--- src/rtl/dma_pkg.sv ---
// Shared constants, FSM state and transfer-direction types for the DMA channel engine.
package dma_pkg;

  localparam logic [15:0] REG_BASE  = 16'd0;
  localparam logic [15:0] REG_COUNT = 16'd1;
  localparam logic [15:0] REG_CMD   = 16'd7;
  localparam logic [15:0] REG_MODE  = 16'd10;
  localparam logic [15:0] REG_MASK  = 16'd11;
  localparam logic [15:0] REG_REQ   = 16'd12;
  localparam logic [15:0] REG_DST   = 16'd13;

  // Mode register bits [3:2]
  localparam logic [1:0] MODE_IO2MEM = 2'b10;
  localparam logic [1:0] MODE_MEM2IO = 2'b01;

  typedef enum logic [1:0] {
    ST_IDLE,
    ST_RD,
    ST_WR,
    ST_DONE
  } state_e;

  typedef enum logic [1:0] {
    DIR_NONE,
    DIR_M2M,
    DIR_IO2M,
    DIR_M2IO
  } dir_e;

  // mem->mem enable takes priority over the mode field
  function automatic dir_e dir_decode(input logic m2m_en, input logic [1:0] xfer_mode);
    dir_e d;
    d = DIR_NONE;
    if (m2m_en)                          d = DIR_M2M;
    else if (xfer_mode == MODE_IO2MEM)   d = DIR_IO2M;
    else if (xfer_mode == MODE_MEM2IO)   d = DIR_M2IO;
    return d;
  endfunction

endpackage

--- src/rtl/dma_reg_file.sv ---
// Programmed channel registers with address decode and busy write-gating.
// DMA_AUTOINIT_EN: stores mode bit4 and reports it as the auto-init enable.
module dma_reg_file
  import dma_pkg::*;
#(
  parameter int unsigned ADDR_W = 16
) (
  input  logic              clk_i,
  input  logic              rst_i,
  input  logic              we_i,
  input  logic [15:0]       addr_i,
  input  logic [15:0]       wdata_i,
  input  logic              busy_i,
  input  logic              set_mask_i,
  output logic [ADDR_W-1:0] base_o,
  output logic [ADDR_W-1:0] dst_o,
  output logic [15:0]       count_o,
  output dir_e              dir_o,
  output logic              autoinit_o,
  output logic              mask_o,
  output logic              req_o,
  output logic              abort_o
);

  logic [ADDR_W-1:0] base_q, base_d;
  logic [ADDR_W-1:0] dst_q, dst_d;
  logic [15:0]       count_q, count_d;
  logic              cmd_q, cmd_d;
  logic [1:0]        mode_q, mode_d;
  logic              mask_q, mask_d;
`ifdef DMA_AUTOINIT_EN
  logic              auto_q, auto_d;
`endif

  always_comb begin
    base_d  = base_q;
    dst_d   = dst_q;
    count_d = count_q;
    cmd_d   = cmd_q;
    mode_d  = mode_q;
    mask_d  = mask_q;
`ifdef DMA_AUTOINIT_EN
    auto_d  = auto_q;
`endif
    if (we_i && !busy_i) begin
      case (addr_i)
        REG_BASE:  base_d  = ADDR_W'(wdata_i);
        REG_COUNT: count_d = wdata_i;
        REG_CMD:   cmd_d   = wdata_i[0];
        REG_MODE: begin
          mode_d = wdata_i[3:2];
`ifdef DMA_AUTOINIT_EN
          auto_d = wdata_i[4];
`endif
        end
        REG_DST:   dst_d   = ADDR_W'(wdata_i);
        default: ;
      endcase
    end
    // Mask stays writable during a transfer; completion setting it has the last word
    if (we_i && addr_i == REG_MASK) mask_d = wdata_i[0];
    if (set_mask_i)                 mask_d = 1'b1;
  end

  always_ff @(posedge clk_i) begin
    if (rst_i) begin
      base_q  <= '0;
      dst_q   <= '0;
      count_q <= '0;
      cmd_q   <= 1'b0;
      mode_q  <= '0;
      mask_q  <= 1'b1;
`ifdef DMA_AUTOINIT_EN
      auto_q  <= 1'b0;
`endif
    end else begin
      base_q  <= base_d;
      dst_q   <= dst_d;
      count_q <= count_d;
      cmd_q   <= cmd_d;
      mode_q  <= mode_d;
      mask_q  <= mask_d;
`ifdef DMA_AUTOINIT_EN
      auto_q  <= auto_d;
`endif
    end
  end

`ifdef DMA_AUTOINIT_EN
  assign autoinit_o = auto_q;
`else
  assign autoinit_o = 1'b0;
`endif

  assign base_o  = base_q;
  assign dst_o   = dst_q;
  assign count_o = count_q;
  assign mask_o  = mask_q;
  assign dir_o   = dir_decode(cmd_q, mode_q);
  assign req_o   = we_i && (addr_i == REG_REQ);
  assign abort_o = we_i && (addr_i == REG_MASK) && wdata_i[0];

endmodule

--- src/rtl/dma_channel_engine.sv ---
// Single DMA channel: register slave plus word-transfer FSM (mem->mem, IO->mem, mem->IO).
// DMA_AUTOINIT_EN: completion reloads the working registers and leaves the channel unmasked.
module dma_channel_engine
  import dma_pkg::*;
#(
  parameter int unsigned ADDR_W = 16,
  parameter int unsigned DATA_W = 32,
  parameter int unsigned STRIDE = 4
) (
  input  logic              clk,
  input  logic              rst,
  input  logic              reg_we,
  input  logic [15:0]       reg_addr,
  input  logic [15:0]       reg_wdata,
  output logic              mem_req,
  output logic              mem_we,
  output logic [ADDR_W-1:0] mem_addr,
  output logic [DATA_W-1:0] mem_wdata,
  input  logic [DATA_W-1:0] mem_rdata,
  input  logic              mem_ack,
  output logic              io_req,
  output logic              io_we,
  output logic [DATA_W-1:0] io_wdata,
  input  logic [DATA_W-1:0] io_rdata,
  input  logic              io_ack,
  output logic              busy,
  output logic              tc
);

  typedef struct packed {
    logic              mem_req;
    logic              mem_we;
    logic [ADDR_W-1:0] mem_addr;
    logic [DATA_W-1:0] mem_wdata;
    logic              io_req;
    logic              io_we;
    logic [DATA_W-1:0] io_wdata;
  } bus_t;

  function automatic bus_t rd_bus(input dir_e d, input logic [ADDR_W-1:0] a);
    bus_t b;
    b = '0;
    if (d == DIR_IO2M) begin
      b.io_req = 1'b1;
    end else begin
      b.mem_req  = 1'b1;
      b.mem_addr = a;
    end
    return b;
  endfunction

  function automatic bus_t wr_bus(input dir_e d, input logic [ADDR_W-1:0] a,
                                  input logic [DATA_W-1:0] data);
    bus_t b;
    b = '0;
    if (d == DIR_M2IO) begin
      b.io_req   = 1'b1;
      b.io_we    = 1'b1;
      b.io_wdata = data;
    end else begin
      b.mem_req   = 1'b1;
      b.mem_we    = 1'b1;
      b.mem_addr  = a;
      b.mem_wdata = data;
    end
    return b;
  endfunction

  state_e            state_q;
  dir_e              dir_q;
  logic [ADDR_W-1:0] src_q, dst_q;
  logic [15:0]       cnt_q;
  bus_t              bus_q;
  logic              busy_q, tc_q;

  logic [ADDR_W-1:0] prog_base, prog_dst;
  logic [15:0]       prog_count;
  dir_e              prog_dir;
  logic              autoinit, mask, req_wr, abort;

  dma_reg_file #(
    .ADDR_W(ADDR_W)
  ) u_regs (
    .clk_i     (clk),
    .rst_i     (rst),
    .we_i      (reg_we),
    .addr_i    (reg_addr),
    .wdata_i   (reg_wdata),
    .busy_i    (busy_q),
    .set_mask_i((state_q == ST_DONE) && !autoinit),
    .base_o    (prog_base),
    .dst_o     (prog_dst),
    .count_o   (prog_count),
    .dir_o     (prog_dir),
    .autoinit_o(autoinit),
    .mask_o    (mask),
    .req_o     (req_wr),
    .abort_o   (abort)
  );

  logic              start, rd_ack, wr_ack;
  logic [DATA_W-1:0] rd_data;
  logic [ADDR_W-1:0] src_next, dst_next, start_dst;

  assign start     = (state_q == ST_IDLE) && req_wr && !mask && (prog_dir != DIR_NONE);
  assign rd_ack    = (dir_q == DIR_IO2M) ? io_ack : mem_ack;
  assign wr_ack    = (dir_q == DIR_M2IO) ? io_ack : mem_ack;
  assign rd_data   = (dir_q == DIR_IO2M) ? io_rdata : mem_rdata;
  assign src_next  = src_q + ADDR_W'(STRIDE);
  assign dst_next  = dst_q + ADDR_W'(STRIDE);
  // Only mem->mem uses the separate destination register; otherwise reg0 is the memory side
  assign start_dst = (prog_dir == DIR_M2M) ? prog_dst : prog_base;

  always_ff @(posedge clk) begin
    if (rst) begin
      state_q <= ST_IDLE;
      dir_q   <= DIR_NONE;
      src_q   <= '0;
      dst_q   <= '0;
      cnt_q   <= '0;
      bus_q   <= '0;
      busy_q  <= 1'b0;
      tc_q    <= 1'b0;
    end else begin
      tc_q <= 1'b0;
      unique case (state_q)
        ST_IDLE: begin
          if (start) begin
            if (prog_count == 16'd0) begin
              state_q <= ST_DONE;
              tc_q    <= 1'b1;
            end else begin
              dir_q   <= prog_dir;
              src_q   <= prog_base;
              dst_q   <= start_dst;
              cnt_q   <= prog_count;
              busy_q  <= 1'b1;
              bus_q   <= rd_bus(prog_dir, prog_base);
              state_q <= ST_RD;
            end
          end
        end
        ST_RD: begin
          if (abort) begin
            state_q <= ST_IDLE;
            busy_q  <= 1'b0;
            bus_q   <= '0;
          end else if (rd_ack) begin
            bus_q   <= wr_bus(dir_q, dst_q, rd_data);
            state_q <= ST_WR;
          end
        end
        ST_WR: begin
          // Abort beats a coincident write ack: the word is not counted
          if (abort) begin
            state_q <= ST_IDLE;
            busy_q  <= 1'b0;
            bus_q   <= '0;
          end else if (wr_ack) begin
            cnt_q <= cnt_q - 16'd1;
            src_q <= src_next;
            dst_q <= dst_next;
            if (cnt_q == 16'd1) begin
              state_q <= ST_DONE;
              tc_q    <= 1'b1;
              busy_q  <= 1'b0;
              bus_q   <= '0;
            end else begin
              bus_q   <= rd_bus(dir_q, src_next);
              state_q <= ST_RD;
            end
          end
        end
        ST_DONE: begin
          state_q <= ST_IDLE;
          if (autoinit) begin
            src_q <= prog_base;
            dst_q <= start_dst;
            cnt_q <= prog_count;
          end
        end
      endcase
    end
  end

  assign mem_req   = bus_q.mem_req;
  assign mem_we    = bus_q.mem_we;
  assign mem_addr  = bus_q.mem_addr;
  assign mem_wdata = bus_q.mem_wdata;
  assign io_req    = bus_q.io_req;
  assign io_we     = bus_q.io_we;
  assign io_wdata  = bus_q.io_wdata;
  assign busy      = busy_q;
  assign tc        = tc_q;

endmodule
--- config.mk ---
export PLATFORM = sky130hd
export DESIGN_NAME = dma_channel_engine
export DESIGN_NICKNAME = d
export VERILOG_FILES = /design/src/rtl/dma_pkg.sv /design/src/rtl/dma_reg_file.sv /design/src/rtl/dma_channel_engine.sv
export SDC_FILE = /design/constraint.sdc
export NUM_CORES = 1
export LEC_CHECK = 0
export ABC_AREA = 0
export ABC_CLOCK_PERIOD_IN_PS = 2450
export CAP_MARGIN = 20
export CORE_ASPECT_RATIO = 0.6
export CORE_MARGIN = 2
export CORE_UTILIZATION = 47
export DETAILED_ROUTE_END_ITERATION = 7
export PLACE_DENSITY = 0.76
export SYNTH_ARGS = -nofsm -noshare
export SYNTH_HDL_FRONTEND = slang
export SYNTH_SLANG_ARGS = --single-unit
--- constraint.sdc ---
create_clock -name clk -period 2.45 [get_ports clk]
set_input_delay 0.3675 -clock clk [delete_from_list [all_inputs] [get_ports clk]]
set_output_delay 0.3675 -clock clk [all_outputs]
set_load 0.1 [all_outputs]
Yosys cells after proc, flatten, opt, wreduce, memory -nomap -nowiden
Index checks and enable logic that the tools add are counted.

storage, ports and cells
  output and inout port bits = 86
  bits of input ports = 101
  flip-flop bits (word level) = 190
  logic and storage cells = 133

cells by class
  bitwise gates (word level) = 1
  muxes and demuxes = 59
  add/subtract/negate cells = 3
  equality and inequality tests = 24
  reductions and logical operators = 26

operators with widths
  operator                                                              count
  84-bit 2-to-1 mux                                                     7
  84-bit one-hot mux with 3 select lines                                1
  16-bit 2-to-1 mux                                                     15
  16-bit one-hot mux with 2 select lines                                3
  16-bit by 4-bit == test with 1-bit output, second input constant      4
  50-bit 2-to-1 mux                                                     1
  34-bit 2-to-1 mux                                                     1
  16-bit by 3-bit adder with 16-bit output, second input constant       2
  16-bit by 1-bit == test with 1-bit output, second input constant      2
  16-bit zero test                                                      2
  32-bit 2-to-1 mux                                                     1
  2-bit 2-to-1 mux                                                      10
  1-bit 2-to-1 mux                                                      17
  16-bit by 3-bit == test with 1-bit output, second input constant      1
  16-bit by 1-bit subtractor with 16-bit output, second input constant  1
  2-bit == test, second input constant                                  6
  2-bit != test, second input constant                                  5
  2-bit AND reduction                                                   5
  5-bit AND reduction                                                   2
  3-bit != test, second input constant                                  3
  2-bit one-hot mux with 4 select lines                                 1
  1-bit logical AND                                                     7
  2-bit by 1-bit == test with 1-bit output, second input constant       3
  3-bit AND reduction                                                   2
  9 further kinds                                                       11

Logic depth before layout (Yosys ltp)
Gate-level depths: netlist of run 1.

  depth in word-level cells = 9
  gate-level depth with buffers = 11
  gate-level depth less buffers = 8

Modules after synthesis
Synthesis of run 1 repeated with hierarchy kept, for this count alone.

unflattened totals
  cell total of the unflattened synthesis = 1115
  area total of the unflattened synthesis = 9806.9 µm²

modules (own cells, without submodules)
  module              times used  area an instance (µm²)  cells an instance  seq. area each (µm²)
  dma_channel_engine  1           7467.2                  903                2762.6
  dma_reg_file        1           2339.7                  212                1041.0

Least setup slack after synthesis of run 1
No wires, ideal clock.

  path kind = in2reg
  start = input reg_addr[6]
  end = register u_regs.count_q[11], in the netlist u_regs.count_o[11]
  setup time = 132 ps
  path slack = 143 ps
  buffers on the path = 2
  required time = 2318 ps
  data arrival time = 2174 ps
  cell stages on the path = 8
  cells stage by stage = nor4_4 nand4_1 or3b_1 or4_1 clkbuf_1 buf_6 nand2_1 a21oi_1

on the way
  cells in the longest elaborated chain, start to end = 2

RTL lines
  item                                       RTL line                  source
  start, declared                            dma_channel_engine.sv:13  input logic [15:0] reg_addr,
  16-bit by 1-bit == test with 1-bit output  dma_reg_file.sv:46        case (addr_i)
  2-bit AND reduction (no line)              --
  end signal, assigned                       dma_reg_file.sv:79        count_q <= count_d;
  end, declared                              dma_reg_file.sv:27        logic [15:0] count_q, count_d;

No other way between the ends.
A chain may end at the register's enable or synchronous reset.

Worst setup path in the final report of run 1
  start = register u_regs.mode_q[1]
  end = register bus_q (netlist bit mem_wdata[10])

on the way
  cells in the longest elaborated chain, start to end = 8
  elaborated cells between the ends (all ways) = 9
  classes of those cells = eq/ne (3); mux (3); reduce/logical (3)

RTL lines
  item                                      RTL line                   source
  start, declared                           dma_reg_file.sv:29         logic [1:0] mode_q, mode_d;
  start signal, assigned                    dma_reg_file.sv:81         mode_q <= mode_d;
  2-bit by 1-bit == test with 1-bit output  dma_pkg.sv:36              else if (xfer_mode == MODE_MEM2IO) d = DIR_M2IO;
  2-bit 2-to-1 mux                          dma_pkg.sv:36
  2-bit 2-to-1 mux (*)                      dma_pkg.sv:35              else if (xfer_mode == MODE_IO2MEM) d = DIR_IO2M;
  2-bit 2-to-1 mux (*)                      dma_pkg.sv:34              if (m2m_en) d = DIR_M2M;
  2-bit nonzero test (*)                    dma_channel_engine.sv:105  assign start = (state_q == ST_IDLE) && req_wr && !mask && (prog_dir != DIR_NONE);
  1-bit logical AND (*)                     dma_channel_engine.sv:105
  2-bit != test (no line) (*)               --
  5-bit AND reduction (no line) (*)         --
  end signal, assigned                      dma_channel_engine.sv:138  bus_q <= rd_bus(prog_dir, prog_base);
  end signal, assigned                      dma_channel_engine.sv:149  bus_q <= wr_bus(dir_q, dst_q, rd_data);
  end signal, assigned                      dma_channel_engine.sv:169  bus_q <= rd_bus(dir_q, src_next);
  end, declared                             dma_channel_engine.sv:73   bus_t bus_q;

Mark *: on every way between the ends. The rest lies on a longest branch, timed or not.

==> metrics.md, run 1 <==
| Metric | Value |
|---|---|
| Final hold violation count | 0 |
| Hold path endpoint | src_q[0] |
| Fraction of registers with async set/reset | 0% |
| Initial core utilization | between 40% and 50% |
| RePlAce Congestion | 0.9089 |
| Most frequent cells in the layout | dfxtp_1, a21oi_1, nand2_1, buf_4, o21ai_0 |
| R2R setup slack | a little under 0.06 ns |
| Cell variety after synth | 65 |
| Placed inst area | 0.01209 mm² |
| Maximum Capacitance Violations | 0 |
| Worst Skew | 0.01039 ns |
| Data arrival, critical path | 2.76 ns |
| Synth warn | 0 |
| Num CTS Buffers | 17 |
| # rows | 40 |
| HP Start | rst |
| Number of synthesized flops with an enable pin | 0 |
| WS Path Type | reg2reg |
| Worst setup margin | 0.05925 ns |
| Min-delay worst type | in2reg |
| Post-route cell area | 0.01298 mm² |
| Peak VDD IR | 1172 µV |
| Cells after Synth | between 1000 and 1500 |
| Worst Reg2Reg Path Length in Cells | 10 |
| Routed Antenna Nets | 0 |
| Maximum buffer depth of the clock tree | 2 |
| Sequential share of the synthesized area | 39.29% |
| Clk Latency, worst-skew pair | 0.44 ns |
| CP required | 2.82 ns |
| RR Startpoint | u_regs.mode_q[1] |
| # H-tree levels | 4 |
| Die width | 189.3 µm |
| Status | complete, no violations |
| First-pass GRT wire length | 50.25 mm |
| Core area | 0.02012 mm² |
| Crit. End Element | flop |
| Final total power | between 10 and 15 mW |
| Post-DP HPWL | 22.90 mm |
| Final setup violation count | 0 |
| Cells along the critical path | inv_1 > ha_2 > nor2_1 > a211o_1 > o21ai_2 > o21ai_4 > buf_6 > clkbuf_16 > or4_1 > a21oi_1 |
| Area occupied by multi-input gates | 0.005425 mm² |
| Routed wire per std cell | 19.84 µm |
| Number of diodes | 0 |
| Crit-path max cell delay | between 0.5 and 0.6 ns |
| Final #Nets | ~1500 |
| Initial DRC Count | about 1300 |
| Hold Path Depth | 2 |
| PwrDens | 921.5 mW/mm² |
| Clock Tree Root | clkbuf_16 |
| Synthesized area | 0.009682 mm² |
| Hold_buf cts | 0 |
| Buffers & Inverters on Critical Path | 3 |
| Fmax | 418.3 MHz |
| CTS sink count | 190 |
| FF-to-FF End | mem_wdata[10] |
| DR pass1 iterations | 7 |
| Total wire length | 33.61 mm |
| Min cycle time layout | 2.391 ns |
| Die H | 115.2 µm |
| Mapped Nets | 1323 |
| Leading cell type in the layout, fill and taps excluded | dfxtp_1 |
| CTS tree | yes |
| Layout cells sized above 1 | between 10% and 20% |
| Total I/O pin count | 187 |
| CP max-delay cell | or4_1 |
| Crit-path max FO | 5 |
| Delay-heaviest family, CP | compound AO/OA/AOI/OAI gates |
| Final slew viol count | 0 |
| Initial antenna violation count | 0 |
| Global-route usage over all layers | 29.37% |
| Die area | 0.02180 mm² |
| Final critical-path share of the clock period | 97.58% |
| Slew headroom | 57.98% |
| Layout Utilization | between 60 and 70% |
| Worst Tran Pin Value | 0.6295 ns |
| Synth Flop Type | dfxtp_1 |
| Fill cells | 1694 |
| Area Growth Syn to Fin | 34.04% |
| Critical Path Source Type | flop |
| Largest net degree at the start of global routing | 89 |
| Port Buf Inserts | 186 |
| Avg Vias per Cell | 6.097 |
| Vias in the first global route | 9057 |
| Reg area | around 0.0038 mm² |
| Place WS | -0.4433 ns |
| Total global routing overflow | 0 |
| Vias | 10330 |
| DRC viols | 0 |
| #FFs+latches synth | 190 |
| Avg Inst Size Synth | 7.988 µm² |
| Leak | between 4 and 5 nW |
| Clk pin slew, worst setup/hold paths | 0.07 ns |
area by class of cell:
cell class,instances,area share (%)
clock buffer,20,3.442
clock inverter,10,1.253
tap,273,2.632
sequential,190,29.31
inverter,15,0.4339
multi-input combinational,895,41.80
timing repair buffer,291,21.12
logic make-up (layout without fill, tap and decap cells):
| kind of cell | count (synthesis) | in the layout | share of synthesized area, % |
|---|---|---|---|
| adders and majority gates | 10 | 10 | 1.292 |
| xor gates and xnor gates | 13 | 13 | 1.176 |
| buffers and inverters | 127 | 336 | 5.531 |
| and+or+nand+nor | 395 | 395 | 21.34 |
| DFF | 190 | 190 | 39.29 |
| muxes | 51 | 51 | 5.376 |
| AOI/OAI and AO/OA | 426 | 426 | 26.00 |
routing by layer:
metal	wire, µm	track usage (%)	vias to the layer above
met5	0	0	-
met4	369	7.700	0
met3	3993	7.753	30
met2	13250	38.41	537
met1	16000	46.24	4890
li1	-	-	4872
report_power, final:
group / switching, mW / internal (mW) / total (mW)
clock network: 1.25 / 1.73 / 2.98
logic: 3.58 / 1.85 / 5.44
registers: 0.221 / 3.33 / 3.55
worst register-to-register path, stage by stage (launching register included):
cell       delay [ns]
dfxtp_1          0.31
inv_1            0.06
ha_2             0.20
nor2_1           0.06
a211o_1          0.34
o21ai_2          0.21
o21ai_4          0.11
buf_6            0.16
clkbuf_16        0.15
or4_1            0.55
a21oi_1          0.18
state kept, by name (all words and copies together), names as in the netlist, 2 cells and up:
register,cells
io_wdata,32
mem_wdata,32
cnt_q,16
dst_q,16
mem_addr,16
src_q,16
u_regs.base_o,16
u_regs.count_o,16
u_regs.dst_o,16
dir_q,2
state_q,2
u_regs.mode_q,2
Yosys cell counts (8+ instances only):
cell,count,share of area (%)
nand4_1,12,0.78
o32ai_1,9,0.81
nand3_1,24,1.2
mux2_2,8,0.93
nor4_1,8,0.52
mux2i_1,43,4.4
o22ai_1,8,0.52
nor2_1,37,1.4
or4_1,64,5.0
ha_1,10,1.3
a22oi_1,18,1.4
nor3_1,18,0.93
nand2_1,179,6.9
o211ai_1,9,0.70
o21ai_0,103,5.3
and4_1,8,0.72
inv_1,14,0.54
and3_1,10,0.65
a21oi_1,193,10
clkbuf_1,91,3.5
dfxtp_1,190,39
xor2_1,11,1.0
a211oi_1,34,2.6
buf_2,11,0.57
worst max path at each step:
stage | cells after the start | startpoint | endpoint
2_1_floorplan | 8 | reg_addr[6] | u_regs.count_o[11]
3_3_place_gp | 8 | reg_addr[6] | io_wdata[24]
3_5_place_dp | 8 | reg_addr[13] | mem_wdata[25]
4_1_cts | 8 | reg_addr[13] | mem_wdata[24]
5_1_grt | 10 | u_regs.mode_q[1] | mem_wdata[10]
6_report | 10 | u_regs.mode_q[1] | mem_wdata[10]
metrics by stage:
step / hold slack, ns / TNS (ns) / instances
floorplan: 0.4273 / 0 / 1212
global placement: 0.4362 / -43.96 / 1651
detailed placement: 0.4412 / -54.97 / 1651
CTS: 0.3257 / 0 / 1681
global route: 0.3757 / -0.01959 / 1694
finish: 0.3301 / 0 / 1694
what timing repair did:
action	CTS	global route
endpoints found under the setup margin	0	110
endpoints found under the hold margin	0	0
resized for setup	0	27
buffers inserted	0	8
(Power assumes the default switching activity.)
==> run 2: changes to the inputs <==
--- a/config.mk
+++ b/config.mk
@@ -12,7 +12,7 @@
 export CORE_MARGIN = 2
 export CORE_UTILIZATION = 47
 export DETAILED_ROUTE_END_ITERATION = 7
-export PLACE_DENSITY = 0.76
+export PLACE_DENSITY = 0.78
 export SYNTH_ARGS = -nofsm -noshare
 export SYNTH_HDL_FRONTEND = slang
 export SYNTH_SLANG_ARGS = --single-unit
==> metrics.md, run 2 (same netlist as run 1, synthesis figures left out) <==
| Metric | Value |
|---|---|
| Status | complete, no violations |
| RePlAce Congestion | 0.9489 (+4.4%) |
| DRC viols | 0 (unchanged) |
| Final total power | 11.62 mW (-2.9%) |
| Most frequent cells in the layout | dfxtp_1, a21oi_1, nand2_1, buf_4, o21ai_0 |
| Maximum buffer depth of the clock tree | 2 (unchanged) |
| Leading cell type in the layout, fill and taps excluded | dfxtp_1 |
| Final #Nets | 1509 (-0.79%) |
| Largest net degree at the start of global routing | 83 (-6.7%) |
| CP endpoint | io_req |
| Peak VDD IR | 1001 µV (-15%) |
| Initial core utilization | 48.12% (unchanged) |
| Total I/O pin count | 187 (unchanged) |
| HP Start | rst |
| Hold_ws | 0.3200 ns (-0.01013 ns) |
| Worst setup margin | 0.06516 ns (+0.005906 ns) |
| Total global routing overflow | 0 (unchanged) |
| # rows | 40 (unchanged) |
| Port Buf Inserts | 186 (unchanged) |
| Die area | 0.02180 mm² (unchanged) |
| Finished Layout Cells | 1683 (-0.65%) |
| Min cycle time layout | 2.385 ns (-0.005905 ns) |
| Num CTS Buffers | 17 (unchanged) |
| Hold Path Depth | 2 (unchanged) |
| Final critical-path share of the clock period | 97.34% (-0.24 points) |
| Slew headroom | 43.62% (-14 points) |
| Leak | 4.808 nW (-2.8%) |
| Worst setup path startpoint | u_regs.mode_q[1] |
| CTS tree | yes |
| Core area | 0.02012 mm² (unchanged) |
| Initial DRC Count | 1240 (-5.0%) |
| Final setup violation count | 0 (unchanged) |
| Total wire length | 32.95 mm (-2.0%) |
| Number of diodes | 0 (unchanged) |
| Global-route usage over all layers | 29.42% (+0.046 points) |
| First-pass GRT wire length | 50.30 mm (about the same) |
| Routed wire per std cell | 19.58 µm (-1.3%) |
| Die width | 189.3 µm (unchanged) |
| Area Growth Syn to Fin | 32.97% |
| # H-tree levels | 4 (unchanged) |
| FF-to-FF End | io_req |
| WS Path Type | reg2reg |
| Avg Vias per Cell | 6.025 (-1.2%) |
| Data arrival, critical path | 2.74 ns (-0.02 ns) |
| PwrDens | 902.4 mW/mm² (-2.1%) |
| Final hold violation count | 0 (unchanged) |
| CTS sink count | 190 (unchanged) |
| Die H | 115.2 µm (unchanged) |
| Post-DP HPWL | 23.41 mm (+2.2%) |
| Dpl cells | 1646 (-0.30%) |
| RR Startpoint | u_regs.mode_q[1] |
| Layout cells sized above 1 | 18.58% (+0.14 points) |
| Clk Latency, worst-skew pair | 0.44 ns (about the same) |
| Crit-path max FO | 4 (-1) |
| Critical Path Source Type | flop |
| Crit. End Element | flop |
| Clk pin slew, worst setup/hold paths | 0.07 ns (about the same) |
| Worst Reg2Reg Path Length in Cells | 8 (-2) |
| R2R setup slack | 0.07 ns (about the same) |
| RSZ-0062 raised after global routing | true |
| TNS Setup | 0 ns (unchanged) |
| Hold_buf cts | 0 (unchanged) |
| Maximum Capacitance Violations | 0 (unchanged) |
| Worst Skew | 0.01063 ns (+0.0002371 ns) |
| Final slew viol count | 0 (unchanged) |
| DR pass1 iterations | 7 (unchanged) |
| Routed Antenna Nets | 0 (unchanged) |
| Min-delay worst type | in2reg |
| Initial antenna violation count | 0 (unchanged) |
| Worst Tran Pin Value | 0.8457 ns (+0.2161 ns) |
| Clock Tree Root | clkbuf_16 |
| Vias in the first global route | 9134 (+0.85%) |
| Vias | 10140 (-1.8%) |
| Place WS | -0.4447 ns (-0.001447 ns) |
| Fmax | 419.3 MHz (+0.25%) |
| CP required | 2.81 ns (about the same) |
-- run 2: changes by cell type in the layout (fill, tap and decap cells not counted), sizes merged, moves of 2 or more --
| cell | before | now |
|---|---|---|
| dlymetal6s2s | 13 | 3 |
| clkinv | 2 | 4 |
| clkbuf | 24 | 19 |
| buf | 188 | 179 |
| clkdlybuf4s50 | 86 | 96 |
-- run 2: critical path, cell delays in order, from the launching register on --
cell      delay [ns]
dfxtp_1         0.33
inv_1           0.04
ha_1            0.28
buf_4           0.15
nor3_1          0.54
o221ai_1        0.29
nor4_1          0.30
nor2_1          0.15
a211oi_1        0.23
-- run 2: through the flow --
stage	utilization (%)	cell area [µm²]
CTS	63.13	12700
floorplan	-	9682
finish	63.99	12870
global route	63.99	12870
detailed placement	59.94	12060
global placement	59.94	12060
-- run 2: worst min-delay path by stage --
stage,end,slack (ns)
after global routing,src_q[1],0.32
after global placement,u_regs.dst_o[8],0.44
after CTS,src_q[1],0.31
after detailed placement,u_regs.dst_o[8],0.45
after floorplan,u_regs.dst_o[10],0.43
final,src_q[1],0.32
-- run 2: repair_timing --
| item | CTS | global route |
|---|---|---|
| setup buffers | 0 | 5 |
| gates resized for setup | 0 | 26 |
| endpoints found under the setup margin | 0 | 89 |
-- run 2: area by class of cell --
cell class | instances | area (µm²)
fill | 1736 | 7246
multi-input combinational | 895 | 5465
sequential | 190 | 3804
timing repair buffer | 279 | 2566
clock buffer | 18 | 429.2
tap | 273 | 341.6
clock inverter | 13 | 211.5
inverter | 15 | 56.30
-- run 2: report_power, final --
group	internal [mW]	switching, mW
registers	3.33	0.233
clock network	1.82	1.25
logic	1.61	3.38
-- run 2: routing by layer --
layer | track usage [%] | wire [µm] | vias up | share of wire, %
li1 | - | - | 4851 | -
met1 | 45.64 | 15570 | 4724 | 47
met2 | 38.73 | 12830 | 532 | 39
met3 | 9.127 | 4137 | 33 | 13
met4 | 6.718 | 408 | 0 | 1.2
met5 | 0 | 0 | - | 0
==> run 3: changes to the inputs <==
--- a/config.mk
+++ b/config.mk
@@ -10,9 +10,9 @@
 export CAP_MARGIN = 20
 export CORE_ASPECT_RATIO = 0.6
 export CORE_MARGIN = 2
-export CORE_UTILIZATION = 47
+export CORE_UTILIZATION = 40
 export DETAILED_ROUTE_END_ITERATION = 7
-export PLACE_DENSITY = 0.78
+export PLACE_DENSITY = 0.69
 export SYNTH_ARGS = -nofsm -noshare
 export SYNTH_HDL_FRONTEND = slang
 export SYNTH_SLANG_ARGS = --single-unit
==> metrics.md, run 3 (same netlist as run 1, synthesis figures left out) <==
| Metric | Value |
|---|---|
| # rows | 44 (+10%) |
| Final slew viol count | 0 (unchanged) |
| Peak VDD IR | 575.9 µV (-42%) |
| Clock power frac | 25.1% (-1.3 points) |
| CP max-delay cell | nor4_1 |
| Delay-heaviest family, CP | simple AND/OR/NAND/NOR gates |
| Worst Skew | 0.01154 ns (+0.0009102 ns) |
| First-pass GRT wire length | 51.42 mm (+2.2%) |
| CTS tree | yes |
| Buffers & Inverters on Critical Path | 2 (unchanged) |
| Clk pin slew, worst setup/hold paths | 0.07 ns (about the same) |
| Initial core utilization | 40.43% (-7.7 points) |
| Number of diodes | 0 (unchanged) |
| Maximum buffer depth of the clock tree | 2 (unchanged) |
| Min cycle time layout | 2.339 ns (-0.04599 ns) |
| Min-delay worst type | in2reg |
| Seq pwr share | 31.1% (+0.5 points) |
| Internal Power | 6.449 mW (-4.4%) |
| Hold_buf cts | 0 (unchanged) |
| Initial antenna violation count | 0 (unchanged) |
| Total I/O pin count | 187 (unchanged) |
| Comb power frac | 43.8% (+0.9 points) |
| R2R setup slack | 0.11 ns (+0.05 ns) |
| Die width | 204.9 µm (+8.2%) |
| Num CTS Buffers | 17 (unchanged) |
| Die H | 124.5 µm (+8.1%) |
| Total global routing overflow | 0 (unchanged) |
| TNS Setup | 0 ns (unchanged) |
| DRC viols | 0 (unchanged) |
| Status | complete, no violations |
| Worst Reg2Reg Path Length in Cells | 8 (unchanged) |
| Routed wire per std cell | 19.15 µm (-2.2%) |
| Cells along the critical path | nor4_1 > nand4_1 > and4_1 > buf_4 > nor2_1 > buf_12 > a21oi_1 > o221a_2 |
| Maximum Capacitance Violations | 0 (unchanged) |
| WS Path Type | reg2reg |
| CP required | 2.79 ns (-0.02 ns) |
| Port Buf Inserts | 186 (unchanged) |
| Hold Path Depth | 2 (unchanged) |
| Total stage count of the critical path | 8 (unchanged) |
| Crit-path max cell delay | 0.46 ns (-0.08 ns) |
| Global-route usage over all layers | 25.61% (-3.8 points) |
| Final #Nets | 1510 (+0.066%) |
| Area Growth Syn to Fin | 32.06% |
| Post-DP HPWL | 23.85 mm (+1.9%) |
| Critical Path Source Type | flop |
| FF-to-FF End | dst_q[11] |
| Post-route cell area | 0.01279 mm² (-0.68%) |
| RePlAce Congestion | 0.9042 (-4.7%) |
| HP Start | rst |
| RR Startpoint | u_regs.count_o[8] |
| Vias | 10090 (-0.52%) |
| Final setup violation count | 0 (unchanged) |
| CTS sink count | 190 (unchanged) |
| Leading cell type in the layout, fill and taps excluded | a21oi_1 |
| Leak | 4.728 nW (-1.7%) |
| Switching part of the total | 43.54% (+1.6 points) |
| Clk Latency, worst-skew pair | 0.45 ns (about the same) |
| Most frequent cells in the layout | a21oi_1, dfxtp_1, nand2_1, buf_4, o21ai_0 |
| Worst Tran Pin Value | 0.7584 ns (-0.08724 ns) |
| Core area | 0.02395 mm² (+19%) |
| Routed Antenna Nets | 0 (unchanged) |
| Sw power | 4.974 mW (+2.2%) |
| PwrDens | 893.4 mW/mm² (-0.99%) |
| Clock Tree Root | clkbuf_16 |
| Data arrival, critical path | 2.68 ns (-0.06 ns) |
| Fmax | 427.6 MHz (+2.0%) |
| Crit. End Element | flop |
| Initial DRC Count | 909 (-27%) |
| Crit-path max FO | 20 (+16) |
| Final hold violation count | 0 (unchanged) |
| Hold path endpoint | u_regs.mode_q[1] |
| Avg Vias per Cell | 5.817 (-3.4%) |
| Slew headroom | 49.25% (+5.6 points) |
| Layout cells sized above 1 | 17.56% (-1.0 points) |
| Die area | 0.02551 mm² (+17%) |
| # H-tree levels | 4 (unchanged) |
| Vias in the first global route | 9027 (-1.2%) |
| Placed inst area | 0.01213 mm² (+0.59%) |
| Largest net degree at the start of global routing | 93 (+12%) |
| Total wire length | 33.20 mm (+0.76%) |
| DR pass1 iterations | 5 (-2) |
| Final critical-path share of the clock period | 95.46% (-1.9 points) |
## run 3: changes by cell type in the layout (fill, tap and decap cells not counted), sizes merged
cell | previous run | this run
buf | 179 | 181
bufinv | 5 | 2
clkinvlp | 1 | 3
dlymetal6s2s | 3 | 1
inv | 18 | 20
clkbuf | 19 | 18
clkdlybuf4s50 | 96 | 98
## run 3: stage by stage
step	utilization, %	std cells	power [mW]	hold WS (ns)	setup slack, ns
2_1_floorplan	-	1212	6.886	0.4273	0.1433
3_3_place_gp	50.66	1698	8.383	0.4355	-0.3068
5_1_grt	53.39	1734	11.98	0.2723	-0.01746
6_report	53.39	1734	11.42	0.2886	0.1111
4_1_cts	53.15	1730	11.33	0.2583	0.09363
3_5_place_dp	50.66	1698	8.465	0.4399	-0.3638
## run 3: how the worst max path moves through the flow
stage                               endpoint               from  slack [ns]
final                              dst_q[11]  u_regs.count_o[8]        0.11
after global routing            mem_wdata[8]        reg_addr[5]       -0.02
after CTS                        io_wdata[1]        reg_addr[1]        0.09
after detailed placement       mem_wdata[10]        reg_addr[1]       -0.36
after global placement          io_wdata[22]        reg_addr[1]       -0.31
after floorplan           u_regs.count_o[11]        reg_addr[6]        0.14
## run 3: layout make-up
cell class                      instances  area [µm²]
Clock inverter                         14       156.4
Timing Repair Buffer                  280        2531
Tap cell                              322       402.9
Fill cell                            2210       11160
Multi-Input combinational cell        895        5396
Inverter                               15       56.30
Clock buffer                           18       439.2
Sequential cell                       190        3804
## run 3: worst reg2reg max path, cell delays in order (launching register included)
cell	delay, ns
dfxtp_1	0.34
nor4_1	0.46
nand4_1	0.24
and4_1	0.30
buf_4	0.14
nor2_1	0.23
buf_12	0.20
a21oi_1	0.06
o221a_2	0.27
## run 3: what timing repair did
action,CTS,global route
buffers inserted,0,4
hold endpoints to repair,0,0
setup endpoints to repair,0,65
gates resized for setup,0,6
## run 3: layer usage
layer  track usage, %  share of wire, %
met1            40.71                50
met2            32.67                38
met3            7.666                11
met4            5.882               1.2
met5                0                 0
## run 3: power groups by stage
stage	registers [mW]	logic, mW	clock network [mW]
after floorplan	4.48	2.41	0
after global placement	3.61	4.78	0
after detailed placement	3.61	4.85	0
after CTS	3.55	4.87	2.91
after global routing	3.59	5.36	3.03
final	3.55	5.00	2.87
==> RTL change 1: new RTL, settings of run 3 <==
Reset style: asynchronous (`rst` and `rst_i`), changed in 2 clocked blocks.
--- a/src/rtl/dma_reg_file.sv
+++ b/src/rtl/dma_reg_file.sv
@@ -62,7 +62,7 @@
     if (set_mask_i)                 mask_d = 1'b1;
   end
 
-  always_ff @(posedge clk_i) begin
+  always_ff @(posedge clk_i or posedge rst_i) begin
     if (rst_i) begin
       base_q  <= '0;
       dst_q   <= '0;
--- a/src/rtl/dma_channel_engine.sv
+++ b/src/rtl/dma_channel_engine.sv
@@ -111,7 +111,7 @@
   // Only mem->mem uses the separate destination register; otherwise reg0 is the memory side
   assign start_dst = (prog_dir == DIR_M2M) ? prog_dst : prog_base;
 
-  always_ff @(posedge clk) begin
+  always_ff @(posedge clk or posedge rst) begin
     if (rst) begin
       state_q <= ST_IDLE;
       dir_q   <= DIR_NONE;
Check against the original RTL: not settled (the Yosys comparison gave no result); the edit may change what the design does.
==> RTL change 1 against run 3 <==
  * The run now ends with setup timing left
  * Area after synthesis hardly changed
  * Worst setup slack worse by 0.13 ns
  * Final area is 4.5% higher
  * Total power is 46% higher
  * Worst hold slack worse by 0.047 ns
  * Combinational power is 85% higher
  * Sequential cell count stayed put
  * Wire length is 11% lower
  * Clock skew is 0.0022 ns lower
  * Critical path type unchanged
  * Critical endpoint is now dst_q[1]$_DFFE_PP0P_
  * Largest power group unchanged
==> RTL change 1: results (changes against run 3) <==
CTS Buffer Depth - 2 (unchanged)
Final setup viols - 1 (+1)
Die W - 205 um (about the same)
Mapped Nets - 1050 (-21%)
inverter count - 18 (+3)
post-route worst setup slack - -0.0165 ns (-0.128 ns)
main area contributors after synthesis - dfrtp_1 (49%), mux2_2 (7.6%), nand2_1 (5.0%), mux2i_1 (3.8%), o31ai_1 (3.8%)
footprint of the multi-input gates - 4860 um2 (-9.9%)
Combinational Power - 9240 uW (+85%)
worst vdd ir - 1100 uV (+92%)
depth of the worst register-to-register path - 9 (+1)
met2 global-route usage - 32.7% (+0.060 points)
Sequential cell area - 4760 um2 (+25%)
Clock buf/inv share - 4.57% (-0.089 points)
synth unique cells - 63 (-3.1%)
nets - 1288 (-15%)
multi-input gate count - 668 (-25%)
# diodes - 0 (unchanged)
Synth async-reset ratio - 100% (+100 points)
CP max-delay cell - or4b_2
Final Skew - 0.00932 ns (-0.00222 ns)
sw power - 8310 uW (+67%)
Post-synth top cells - dfrtp_1 (189), nand2_1 (128), a21oi_1 (73), mux2_2 (65), o31ai_1 (49)
number of global-route vias before repair - 8076 (-11%)
iteration-0 DRC count of the detailed router - 760 (-16%)
power share of the clock group - 17.7% (-7.4 points)
non-filler cells in the finished layout - 1512 (-13%)
Critical R2R Capture - dst_q[1]$_DFFE_PP0P_
met1 GRT Util - 34.2% (-6.5 points)
Placed Instance Area - 12300 um2 (+1.6%)
share of layout cells above drive strength 1 - 29.4% (+12 points)
Initial DRT Pass Iterations - 6 (+1)
Leak - 0.00598 uW (+26%)
measured slew at the worst slew-check pin - 0.609 ns (-0.150 ns)
Routability Congestion - 0.847 (-6.4%)
largest net degree at the start of global routing - 103 (+11%)
GRT met3 Usage - 5.15% (-2.5 points)
final wirelength - 29500 um (-11%)
routed vias - 8543 (-15%)
reg-to-reg startpoint - state_q[0]$_DFFE_PP0P_
setup_tns - -0.0165 ns (-0.0165 ns)
buffering overhead - 19.9% (+0.099 points)
failing checks - setup timing
Hold/Removal Path Class - in -> async
Place WS - -0.349 ns (+0.0150 ns)
Detail Route met3 WL - 2180 um (-37%)
hold_ws - 0.242 ns (-0.0470 ns)
CP arrival - 2.81 ns (+0.13 ns)
bufs w/o clock - 283 (+1.1%)
routed metal-1 wirelength - 14300 um (-14%)
status - finished with violations
switching share of power - 49.7% (+6.2 points)
RTL change 1: changes by cell type in the layout (fill, tap and decap cells not counted), moves of 56 or more:
cell,delta
a21oi_1,-122
dfrtp_1,+189
dfxtp_1,-190
mux2_2,+57
nand2_1,-56
o21ai_0,-63
or4_1,-61
RTL change 1: kinds of logic after synthesis:
family | count (synthesis) | share of synthesized area, %
simple gates | 284 | 14.6
compound gates | 261 | 18.8
flops | 190 | 49.1
mux | 102 | 11.4
buf+inv | 82 | 3.86
xor+xnor | 12 | 1.08
fa+ha+maj | 9 | 1.16
RTL change 1: worst max-delay path: cells and delay by family, from the launching register on:
family | cells | cell delay (ns)
AOI/OAI and AO/OA | 1 | 0.19
adders and majority gates | 1 | 0.19
buffers and inverters | 4 | 0.56
DFF | 1 | 0.39
and+or+nand+nor | 3 | 1.05
RTL change 1: what timing repair did:
action | 4_1_cts | 5_1_grt
cloned | 0 | 5
setup buffers | 0 | 2
gates resized for setup | 4 | 45
endpoints found under the setup margin | 26 | 66
pin swaps | 1 | 0
==> RTL change 2: new RTL, flow settings as in run 3 <==
Made on the original files. Set the parameter `DATA_W` to 40 (it was 32).
--- a/src/rtl/dma_channel_engine.sv
+++ b/src/rtl/dma_channel_engine.sv
@@ -4,7 +4,7 @@
   import dma_pkg::*;
 #(
   parameter int unsigned ADDR_W = 16,
-  parameter int unsigned DATA_W = 32,
+  parameter int unsigned DATA_W = 40,
   parameter int unsigned STRIDE = 4
 ) (
   input  logic              clk,
Interface: changed (resized io_rdata, io_wdata, mem_rdata and mem_wdata); port bits go from 187 to 219. No check against the original RTL was run, so the function may have changed too.
==> RTL change 2 against run 3 <==
  * Count of clock-buffer cells in the layout up 11
  * Total power up 4.8%
  * Core utilization up 1.8 points
  * Final area up 9.2%
  * Critical endpoint is now mem_addr[7]$_SDFFE_PP0P_
  * Clock skew up 0.00098 ns
  * Worst setup slack worse by 0.086 ns
  * Wire length up 4.1%
  * Combinational power up 6.2%
  * Sequential share of layout area down 0.18 points
  * Die area up 6.3%
  * Area after synthesis up 6.4%
  * Largest cell class unchanged
  * Critical path depth up 3
  * First-iteration DRC count up 3.3%
  * Sequential cell count up 16
==> RTL change 2: results (changes against run 3) <==
XOR/XNOR share of the synthesized area - 0.850% (-0.33 points)
reg-to-reg startpoint - state_q[1]$_SDFFE_PP0P_
Leak - 0.00573 uW (+21%)
CP peak stage delay - 0.43 ns (-0.03 ns)
first-pass GRT wire length - 52100 um (+1.3%)
Placed Instance Area - 13100 um2 (+7.8%)
CP max-delay cell - a2111o_1
fmax - 412 MHz (-3.5%)
final wirelength - 34600 um (+4.1%)
Fillers - 2373 (+7.4%)
Clock Latency Late Sink - 0.49 ns (+0.04 ns)
main area contributors after synthesis - dfxtp_1 (40%), nand2_1 (12%), a21oi_1 (6.8%), nand3b_1 (6.5%), nand3_1 (5.1%)
largest net degree at the start of global routing - 87 (-6.5%)
multiplexer share of the synthesized area - 3.64% (-1.7 points)
Critical R2R Capture - mem_addr[7]$_SDFFE_PP0P_
Mapped Nets - 1495 (+13%)
CP arrival - 2.79 ns (+0.11 ns)
iteration-0 DRC count of the detailed router - 939 (+3.3%)
Final Skew - 0.0125 ns (+0.000975 ns)
routed vias - 10812 (+7.2%)
Post-synth top cells - nand2_1 (319), dfxtp_1 (206), a21oi_1 (141), nand3_1 (104), nand3b_1 (89)
depth of the worst register-to-register path - 11 (+3)
R2R Setup Slk - 0.03 ns (-0.09 ns)
Routability Congestion - 0.903 (-0.13%)
Num CTS Buffers - 20 (+3)
worst rel slew slack - 26.9% (-22 points)
Syn Inst Count - 1368 (+13%)
CTS Buffer Depth - 3 (+1)
share of layout cells above drive strength 1 - 16.7% (-0.87 points)
Initial DRT Pass Iterations - 6 (+1)
number of global-route vias before repair - 9490 (+5.1%)
PortBufs - 218 (+17%)
HPWL Detailed - 24500 um (+2.6%)
htree depth - 1 (-3)
Total Routing Usage GR - 23.7% (-1.9 points)
Post-Synth Adder-Cell Area - 1.21% (-0.078 points)
nets - 1721 (+14%)
hold path endpoint - src_q[11]$_SDFFE_PP0P_
hold_ws - 0.285 ns (-0.00358 ns)
status - finished clean
sequential area share after synthesis - 40.0% (+0.73 points)
Synth Flop Type - dfxtp_1
Synth Area in Compound Gates - 16.5% (-9.5 points)
CP delay by family, top - compound AO/OA/AOI/OAI gates
worst vdd ir - 446 uV (-22%)
clk slew on worst S/H paths - 0.06 ns
crit path max fanout - 17 (-15%)
[RTL change 2: logic make-up (layout without fill, tap and decap cells)]
logic type / count (synthesis) / count (layout)
AND/OR/NAND/NOR: 701 / 702
AO/OA/AOI/OAI: 280 / 280
flip-flops: 206 / 206
buffers and inverters: 124 / 360
multiplexers: 37 / 37
adder cells (fa/ha/maj): 10 / 10
XOR/XNOR: 10 / 10
[RTL change 2: worst register-to-register path: stages, from the launching register on]
cell and delay [ns]:
dfxtp_2 0.32, inv_2 0.08, ha_4 0.14, nand4_1 0.11, a2111o_1 0.43, o31ai_4 0.33, o211ai_1 0.16, buf_4 0.18
buf_4 0.15, buf_12 0.15, a221oi_2 0.20, nor3_1 0.06
[RTL change 2: how the worst max path moves through the flow]
stage,startpoint,slack [ns],cells after the start,end
floorplan,busy$_SDFFE_PP0P_,0.04,6,u_regs.base_o[12]$_SDFFE_PP0P_
global placement,reg_addr[2],-0.41,8,mem_addr[5]$_SDFFE_PP0P_
detailed placement,reg_addr[2],-0.46,8,mem_addr[5]$_SDFFE_PP0P_
CTS,state_q[0]$_SDFFE_PP0P_,0.04,10,cnt_q[0]$_SDFFE_PP0P_
global route,state_q[1]$_SDFFE_PP0P_,-0.1,10,state_q[1]$_SDFFE_PP0P_
finish,state_q[1]$_SDFFE_PP0P_,0.03,11,mem_addr[7]$_SDFFE_PP0P_
[RTL change 2: stage by stage]
step / power [uW] / worst slack (ns) / std cells
2_1_floorplan: 6570 / 0.0364 / 1368
3_3_place_gp: 8470 / -0.409 / 1891
3_5_place_dp: 8520 / -0.457 / 1891
4_1_cts: 11500 / 0.0412 / 1924
5_1_grt: 12500 / -0.0968 / 1934
6_report: 12000 / 0.0256 / 1934
[RTL change 2: cell type report]
cell class              instances  area (um2)  share of cell area, %
repair buffers                314        2930                   21.0
clock inverters                 4        20.0                  0.143
clock buffers                  29         586                   4.19
flip-flops and latches        206        4130                   29.6
multi-input cells            1039        5840                   41.8
well taps                     329         412                   2.95
inverters                      13        48.8                  0.349
[RTL change 2: per-layer routing]
metal / up-vias / share of wire [%] / global-route usage [%]
li1: 5253 / - / -
met5: - / 0 / 0
met1: 5089 / 50 / 37.8
met3: 27 / 7.8 / 3.44
met4: 0 / 1.1 / 3.52
met2: 443 / 41 / 33.7
[RTL change 2: report_power, final]
group	internal [uW]	leakage, uW	total, uW	switching, uW
logic	2070	0.00376	5310	3240
clock network	1650	0.000302	2960	1300
registers	3530	0.00166	3700	164
[RTL change 2: repair_timing]
item	in CTS	in global routing
hold endpoints to repair	0	0
endpoints found under the setup margin	3	128
buffers inserted	0	6
resized for setup	2	36
pin swaps	1	8
gates cloned	0	4
